### src/rtl/mp_add_sequencer.sv
// Multi-precision add/sub sequencer driving an external N-bit ripple adder.
// Optional ZERO result flag enabled by defining MP_ZERO_FLAG_EN.
module mp_add_sequencer #(
  parameter int N  = 16,
  parameter int AW = 4
) (
  input  logic          CLK,
  input  logic          RST,
  input  logic          START,
  input  logic          SUB,
  input  logic [AW-1:0] LEN,
  output logic [AW-1:0] A_ADDR,
  output logic [AW-1:0] B_ADDR,
  input  logic [N-1:0]  A_DATA,
  input  logic [N-1:0]  B_DATA,
  output logic [N-1:0]  ADD_A,
  output logic [N-1:0]  ADD_B,
  output logic          ADD_CIN,
  input  logic [N-1:0]  ADD_SUM,
  output logic [AW-1:0] R_ADDR,
  output logic [N-1:0]  R_DATA,
  output logic          R_WE,
  output logic          BUSY,
  output logic          DONE,
  output logic          COUT
`ifdef MP_ZERO_FLAG_EN
  ,
  output logic          ZERO
`endif
);

  typedef enum logic [1:0] {
    S_IDLE,
    S_FETCH,
    S_EXEC,
    S_FIN
  } state_t;

  localparam logic [AW-1:0] A_ONE = AW'(1);

  state_t        state_q;
  state_t        state_d;
  logic [AW-1:0] k_q;
  logic [AW-1:0] len_q;
  logic [AW-1:0] addr_q;
  logic          sub_q;
  logic          carry_q;
  logic          cout_q;
  logic          last;
  logic          c_out;
  logic          a_msb;
  logic          b_msb;
  logic          s_msb;
  logic          busy_c;
  logic          done_c;
  logic          we_c;

`ifdef MP_ZERO_FLAG_EN
  logic          zacc_q;
  logic          zero_q;
  logic          sum_zero;

  assign sum_zero = (ADD_SUM == '0);
  assign ZERO     = zero_q;
`endif

  assign last = (k_q == len_q);

  // Adder hookup: B is inverted for subtraction, carry-in comes from the carry register.
  assign ADD_A   = A_DATA;
  assign ADD_B   = B_DATA ^ {N{sub_q}};
  assign ADD_CIN = carry_q;

  // The adder exports no carry, so rebuild it from the operand and sum MSBs.
  assign a_msb = ADD_A[N-1];
  assign b_msb = ADD_B[N-1];
  assign s_msb = ADD_SUM[N-1];
  assign c_out = (a_msb & b_msb) | ((a_msb ^ b_msb) & ~s_msb);

  assign A_ADDR = addr_q;
  assign B_ADDR = addr_q;
  assign R_ADDR = k_q;
  assign R_DATA = ADD_SUM;
  assign R_WE   = we_c;
  assign BUSY   = busy_c;
  assign DONE   = done_c;
  assign COUT   = cout_q;

  // State register.
  always_ff @(posedge CLK or posedge RST) begin
    if (RST) begin
      state_q <= S_IDLE;
    end else begin
      state_q <= state_d;
    end
  end

  // Next-state and state-decoded outputs.
  always_comb begin
    state_d = state_q;
    busy_c  = 1'b0;
    done_c  = 1'b0;
    we_c    = 1'b0;
    unique case (state_q)
      S_IDLE: begin
        if (START) begin
          state_d = S_FETCH;
        end
      end
      S_FETCH: begin
        busy_c  = 1'b1;
        state_d = S_EXEC;
      end
      S_EXEC: begin
        busy_c = 1'b1;
        we_c   = 1'b1;
        if (last) begin
          state_d = S_FIN;
        end
      end
      S_FIN: begin
        done_c  = 1'b1;
        state_d = S_IDLE;
      end
      default: begin
        state_d = S_IDLE;
      end
    endcase
  end

  // Operand latches, word counter, read address and inter-word carry.
  // The read address runs one word ahead of k so read data is never stalled.
  always_ff @(posedge CLK or posedge RST) begin
    if (RST) begin
      sub_q   <= 1'b0;
      len_q   <= '0;
      k_q     <= '0;
      addr_q  <= '0;
      carry_q <= 1'b0;
      cout_q  <= 1'b0;
    end else begin
      unique case (state_q)
        S_IDLE: begin
          if (START) begin
            sub_q   <= SUB;
            len_q   <= LEN;
            k_q     <= '0;
            addr_q  <= '0;
            carry_q <= SUB;
          end
        end
        S_FETCH: begin
          addr_q <= addr_q + A_ONE;
        end
        S_EXEC: begin
          addr_q  <= addr_q + A_ONE;
          carry_q <= c_out;
          if (last) begin
            cout_q <= c_out ^ sub_q;
          end else begin
            k_q <= k_q + A_ONE;
          end
        end
        default: begin
        end
      endcase
    end
  end

`ifdef MP_ZERO_FLAG_EN
  // Zero accumulator over all result words, published on the last word.
  always_ff @(posedge CLK or posedge RST) begin
    if (RST) begin
      zacc_q <= 1'b0;
      zero_q <= 1'b0;
    end else begin
      unique case (state_q)
        S_FETCH: begin
          zacc_q <= 1'b1;
        end
        S_EXEC: begin
          zacc_q <= zacc_q & sum_zero;
          if (last) begin
            zero_q <= zacc_q & sum_zero;
          end
        end
        default: begin
        end
      endcase
    end
  end
`endif

endmodule

### config.mk
export PLATFORM = sky130hd
export DESIGN_NAME = mp_add_sequencer
export DESIGN_NICKNAME = d
export VERILOG_FILES = /design/src/rtl/mp_add_sequencer.sv
export SDC_FILE = /design/constraint.sdc
export NUM_CORES = 1
export LEC_CHECK = 0
export ABC_AREA = 1
export CORE_ASPECT_RATIO = 0.6
export CORE_UTILIZATION = 30
export CTS_CLUSTER_SIZE = 24
export DETAILED_ROUTE_END_ITERATION = 10
export PLACE_DENSITY = 0.8
export SLEW_MARGIN = 20
export SYNTH_ARGS = -nofsm -noshare
export SYNTH_HDL_FRONTEND = slang
export SYNTH_SLANG_ARGS = --single-unit
### constraint.sdc
create_clock -name CLK -period 2.65 [get_ports CLK]
set_clock_uncertainty 0.15 [all_clocks]
set_input_delay 0.3975 -clock CLK [delete_from_list [all_inputs] [get_ports CLK]]
set_output_delay 0.3975 -clock CLK [all_outputs]
set_load 0.02 [all_outputs]
==> results of run 1 <==
## cells in the final DEF, fill, tap and decap left out, drive strengths merged, types with 2 or more instances in the layout
| master | Yosys | final |
|---|---|---|
| dfrtp | 17 | 17 |
| nor3 | 3 | 3 |
| nand2 | 37 | 37 |
| clkdlybuf4s50 | 0 | 60 |
| nor2 | 12 | 12 |
| ha | 6 | 6 |
| xor2 | 17 | 17 |
| clkbuf | 0 | 3 |
| inv | 18 | 18 |
| nand4 | 2 | 2 |
| a21oi | 7 | 7 |
| nand3 | 7 | 7 |
| o21ai | 6 | 6 |
## routing by layer
layer / wire (um) / vias to the layer above / GRT usage, %
li1: - / 557 / -
met1: 1270 / 518 / 14.6
met2: 1250 / 42 / 19.2
met3: 232 / 0 / 4.83
met4: 0 / 0 / 1.06
met5: 0 / - / 0
## state kept, by name, summed over array words and instances, names as in the netlist
register,cells
R_ADDR,4
state_q,2
A_ADDR,4
ADD_CIN,1
sub_q,1
COUT,1
len_q,4
## cell families after synthesis
| group | Yosys count | share of synthesized area [%] |
|---|---|---|
| AND/OR/NAND/NOR | 63 | 20.1 |
| adder cells (fa/ha/maj) | 6 | 5.46 |
| XOR/XNOR | 18 | 11.5 |
| flip-flops | 17 | 30.9 |
| AO/OA/AOI/OAI | 14 | 6.19 |
| buffers and inverters | 57 | 25.8 |
## worst max path at each step
stage | startpoint | end | slack [ns] | cells after the start
2_1_floorplan | sub_q | COUT | 0.69 | 6
5_1_grt | sub_q | ADD_B[15] | 0.23 | 2
4_1_cts | sub_q | ADD_B[15] | 0.04 | 2
3_3_place_gp | sub_q | ADD_B[15] | 0.37 | 2
3_5_place_dp | sub_q | ADD_B[15] | 0.33 | 2
6_report | sub_q | ADD_B[15] | 0.32 | 2
## repair_timing
| item | 4_1_cts | 5_1_grt |
|---|---|---|
| hold buffers | 0 | 0 |
| setup endpoints to repair | 0 | 1 |
| buffers inserted | 0 | 0 |
| resized for setup | 0 | 1 |
## power breakdown
part	internal, W	total, W	switching (W)
clock	0.000104	0.000198	0.0000931
combinational	0.000623	0.00135	0.000726
sequential	0.000360	0.000492	0.000132
total	0.00109	0.00204	0.000952
## tightest hold or removal path, cell delays in order, from the launching register on
cell	delay [ns]
dfrtp_1	0.38
nand2_1	0.06
nand2_1	0.05
## final cells by class
type	instances	area, um2
multi-input combinational	101	594
clock inverter	1	5.00
fill	438	2440
inverter	18	67.6
sequential	17	427
clock buffer	3	41.3
timing repair buffer	61	608
tap	60	75.1
## per-stage QoR
| step | total power [W] | hold WS, ns |
|---|---|---|
| floorplan | 0.00138 | 0.174 |
| global placement | 0.00183 | 0.327 |
| detailed placement | 0.00186 | 0.352 |
| CTS | 0.00207 | 0.370 |
| global route | 0.00221 | 0.385 |
| finish | 0.00204 | 0.371 |
==> impl_metrics.json, run 1 <==
{
  "ys_ff_latch": 17,
  "crit_buf_inv": 1,
  "cts_root_buffer": "clkbuf_8",
  "area_delta_synth_final_pct": 32.2,
  "final.setup.worst_slack_ns": 0.321,
  "synth_flop_cell": "dfrtp_1",
  "post-synth-top-count-cell": "buf_4",
  "max-cap-violations": 0,
  "antenna_found_initial": 0,
  "relSlewSlack_pct": 54.1,
  "critPathCaptureType": "output pin",
  "synth_area_leaders": "dfrtp_1 (31%), buf_4 (20%), xor2_1 (11%), nand2_1 (9.3%), ha_1 (5.5%)",
  "status": "completed",
  "dpl_worst_slack_ns": 0.329,
  "critPathRequiredTime_ns": 2.10,
  "synth_commonest_cells": "buf_4 (37), nand2_1 (34), dfrtp_1 (17), xor2_1 (17), inv_1 (16)",
  "fin_tns_setup_ns": 0,
  "whs_path_depth": 2,
  "layoutNonFillerInstCount": 261,
  "totalWireLength_mm": 2.75,
  "fp.dieW_um": 89.4,
  "antennaDiodeCount": 0,
  "post_drt_via_cell_ratio": 4.28,
  "worstReg2RegStart": "sub_q",
  "clkSlewWorstSetupHoldPaths_ns": 0.07,
  "ys_warn_count": 0,
  "synthCells": 175,
  "ys_async_sr_fraction_pct": 100,
  "max_freq_mhz": 429,
  "utilization_pct": 42.7,
  "syn_nets": 237,
  "hold_start": "state_q[0]",
  "cts_buffers": 3,
  "avgSynthCellArea_um2": 7.86,
  "whs_endpoint": "state_q[0]",
  "netlist_area_mm2": 0.00138,
  "clk_latency_ns": 0.25,
  "drc": 0,
  "synth_edf_count": 0,
  "period_needed_ns": 2.33,
  "drt-pass1-iter-count": 4,
  "crit_path_top_delay_cell": "dfrtp_2",
  "hold_violations": 0,
  "dieArea_mm2": 0.00487,
  "grt_pass1_vias": 945,
  "path_delay_family": "flip-flops",
  "ys_types": 23,
  "rsz0062_at_grt": "no",
  "cts-htree-levels": 1,
  "ioPinCount": 121,
  "dr_total_vias": 1117,
  "crit_type": "reg -> out",
  "coreArea_mm2": 0.00426,
  "synth_top_area_cell": "dfrtp_1",
  "place_area_mm2": 0.00177,
  "routedWlPerCell_um": 10.5,
  "nNetsFinal": 264,
  "initial_utilization_pct": 32.3,
  "synthDominantCellAreaShare_pct": 30.9,
  "cp_max_fo": 18,
  "slew_violations": 0,
  "drive_gt1_share_pct": 7.96,
  "num_rows": 18,
  "rrSetupSlack_ns": 0.71,
  "cp-start-kind": "flop",
  "place_inst": 257,
  "die_height_um": 54.4,
  "crit_path_max_incr_delay_ns": 0.66,
  "r2r_cells": 5,
  "grt_overflow": 0,
  "hp-class": "reg -> reg",
  "io_buffers": 60,
  "worstReg2RegEnd": "COUT",
  "cts_sinks": 17,
  "grt_pass1_wl_mm": 4.21,
  "max-vdd-ir-drop_mv": 0.393,
  "setup_viol": 0,
  "cts_tree": "done",
  "timing.critical_path.cells": "xor2_1 -> clkdlybuf4s50_1",
  "fin_crit_sh_pct": 87.9,
  "fin_area_mm2": 0.00182,
  "antenna_left": 0,
  "drt_iter0_drc": 31,
  "dp_hpwl_mm": 2.22,
  "cp.arrival_ns": 1.78,
  "p_per_area_mw_per_mm2": 1120,
  "place_congestion": 0.825,
  "clk_path_buf_depth": 2,
  "yosysSeqAreaShare_pct": 30.9,
  "grt_start_max_net_pins": 19,
  "tightest_slew_ns": 0.688,
  "track_usage_pct": 11.5,
  "p_leak_nw": 0.849
}
No activity file was read; power rests on OpenSTA's default activity.
==> run 2, diff against run 1 <==
==> constraint.sdc (replaced) <==
create_clock -name CLK -period 2.8 [get_ports CLK]
set_clock_uncertainty 0.15 [all_clocks]
set_input_delay 0.42 -clock CLK [delete_from_list [all_inputs] [get_ports CLK]]
set_output_delay 0.42 -clock CLK [all_outputs]
set_load 0.02 [all_outputs]
==> run 2 against run 1 <==
Against the previous run: core utilization grew 0.15 points; die area did not move; critical path depth is 1 higher; power decreased by 4.9%; count of clock-buffer cells in the layout is the same; clock power is 6% lower; routed wire length up 0.40%; global-route usage increased by 0.21 points; critical path type unchanged; largest cell class unchanged.
==> impl_metrics.json, run 2 (synthesis gave the netlist of run 1 again) <==
{
  "slew_violations": 0,
  "fillers": 420,
  "area_delta_synth_final_pct": 32.7,
  "fin_tns_setup_ns": 0,
  "cts_hold_buffers": 0,
  "fin_crit_sh_pct": 90.2,
  "hp-class": "reg -> reg",
  "clkSlewWorstSetupHoldPaths_ns": 0.07,
  "io_buffers": 60,
  "antennaDiodeCount": 0,
  "crit_type": "reg -> out",
  "final_common_cell": "clkdlybuf4s50_1",
  "grt_pass1_vias": 968,
  "nNetsFinal": 265,
  "clk_path_buf_depth": 2,
  "layout_common_cells": "clkdlybuf4s50_1 (60), nand2_1 (34), dfrtp_1 (17), xor2_1 (17), inv_1 (16)",
  "period_needed_ns": 2.53,
  "dr_total_vias": 1113,
  "post_cts_buffers": 0,
  "critPathRequiredTime_ns": 2.23,
  "grt_overflow": 0,
  "cp.arrival_ns": 1.96,
  "p_per_area_mw_per_mm2": 1060,
  "rrSetupSlack_ns": 0.87,
  "setup_viol": 0,
  "tightest_slew_ns": 0.660,
  "place_congestion": 0.784,
  "utilization_pct": 42.9,
  "antenna_found_initial": 0,
  "drt-pass1-iter-count": 4,
  "ioPinCount": 121,
  "finalHoldWorstSlack_ns": 0.365,
  "p_leak_nw": 0.855,
  "design_power_total_w": 0.00194,
  "clk_latency_ns": 0.25,
  "track_usage_pct": 11.7,
  "totalWireLength_mm": 2.76,
  "cts_tree": "done",
  "coreArea_mm2": 0.00426,
  "max_freq_mhz": 396,
  "cts_buffers": 3,
  "status": "completed",
  "cts_root_buffer": "clkbuf_8",
  "cp-start-kind": "flop",
  "critPathCaptureType": "output pin",
  "die_height_um": 54.4,
  "routedWlPerCell_um": 10.5,
  "drive_gt1_share_pct": 7.92,
  "drc": 0,
  "rsz0062_at_grt": "no",
  "grt_pass1_wl_mm": 4.31,
  "num_rows": 18,
  "hold_violations": 0,
  "cts_sinks": 17,
  "max-cap-violations": 0,
  "max-vdd-ir-drop_mv": 0.374,
  "post_drt_via_cell_ratio": 4.25,
  "cts-htree-levels": 1,
  "dieArea_mm2": 0.00487,
  "cp_max_fo": 10,
  "drt_iter0_drc": 41,
  "dp_hpwl_mm": 2.21,
  "ctsResizeCount": 0,
  "relSlewSlack_pct": 55.9,
  "initial_utilization_pct": 32.3,
  "fp.dieW_um": 89.4,
  "antenna_left": 0,
  "grt_start_max_net_pins": 18
}
-- run 2: final timing paths --
check,startpoint,end,cells past startpoint
setup / recovery,sub_q,ADD_B[8],3
hold / removal,COUT,COUT,2
setup reg to reg,sub_q,COUT,5
hold reg to reg,COUT,COUT,2
max in group asynchronous,RST,R_ADDR[1],2
min in group asynchronous,RST,R_ADDR[3],2
-- run 2: area by class of cell --
class	count	area [um2]	share of cell area (%)
tap	60	75.1	4.12
inverter	18	67.6	3.70
clock inverter	1	5.00	0.274
sequential	17	425	23.3
clock buffer	3	41.3	2.26
timing repair buffer	62	616	33.7
multi-input combinational	101	594	32.6
-- run 2: metrics by stage --
stage	instances	setup slack [ns]	area, um2
3_5_place_dp	258	0.501	1780
4_1_cts	262	0.258	1820
6_report	262	0.273	1820
5_1_grt	262	0.152	1820
3_3_place_gp	258	0.530	1780
2_1_floorplan	175	0.843	1380
-- run 2: report_power, final --
part / switching, W / internal, W / total (W)
sequential: 0.000103 / 0.000339 / 0.000443
clock: 0.0000886 / 0.0000987 / 0.000187
combinational: 0.000712 / 0.000597 / 0.00131
-- run 2: layer usage --
| layer | track usage (%) | wire length, um |
|---|---|---|
| met4 | 1.06 | 4 |
| met5 | 0 | 0 |
| met2 | 20.2 | 1230 |
| met3 | 4.83 | 210 |
| met1 | 14.5 | 1320 |
-- run 2: critical path, cell delays in order (launching register included) --
cell and delay (ns):
dfrtp_1 0.63, buf_4 0.29, xor2_1 0.16, clkdlybuf4s50_1 0.63
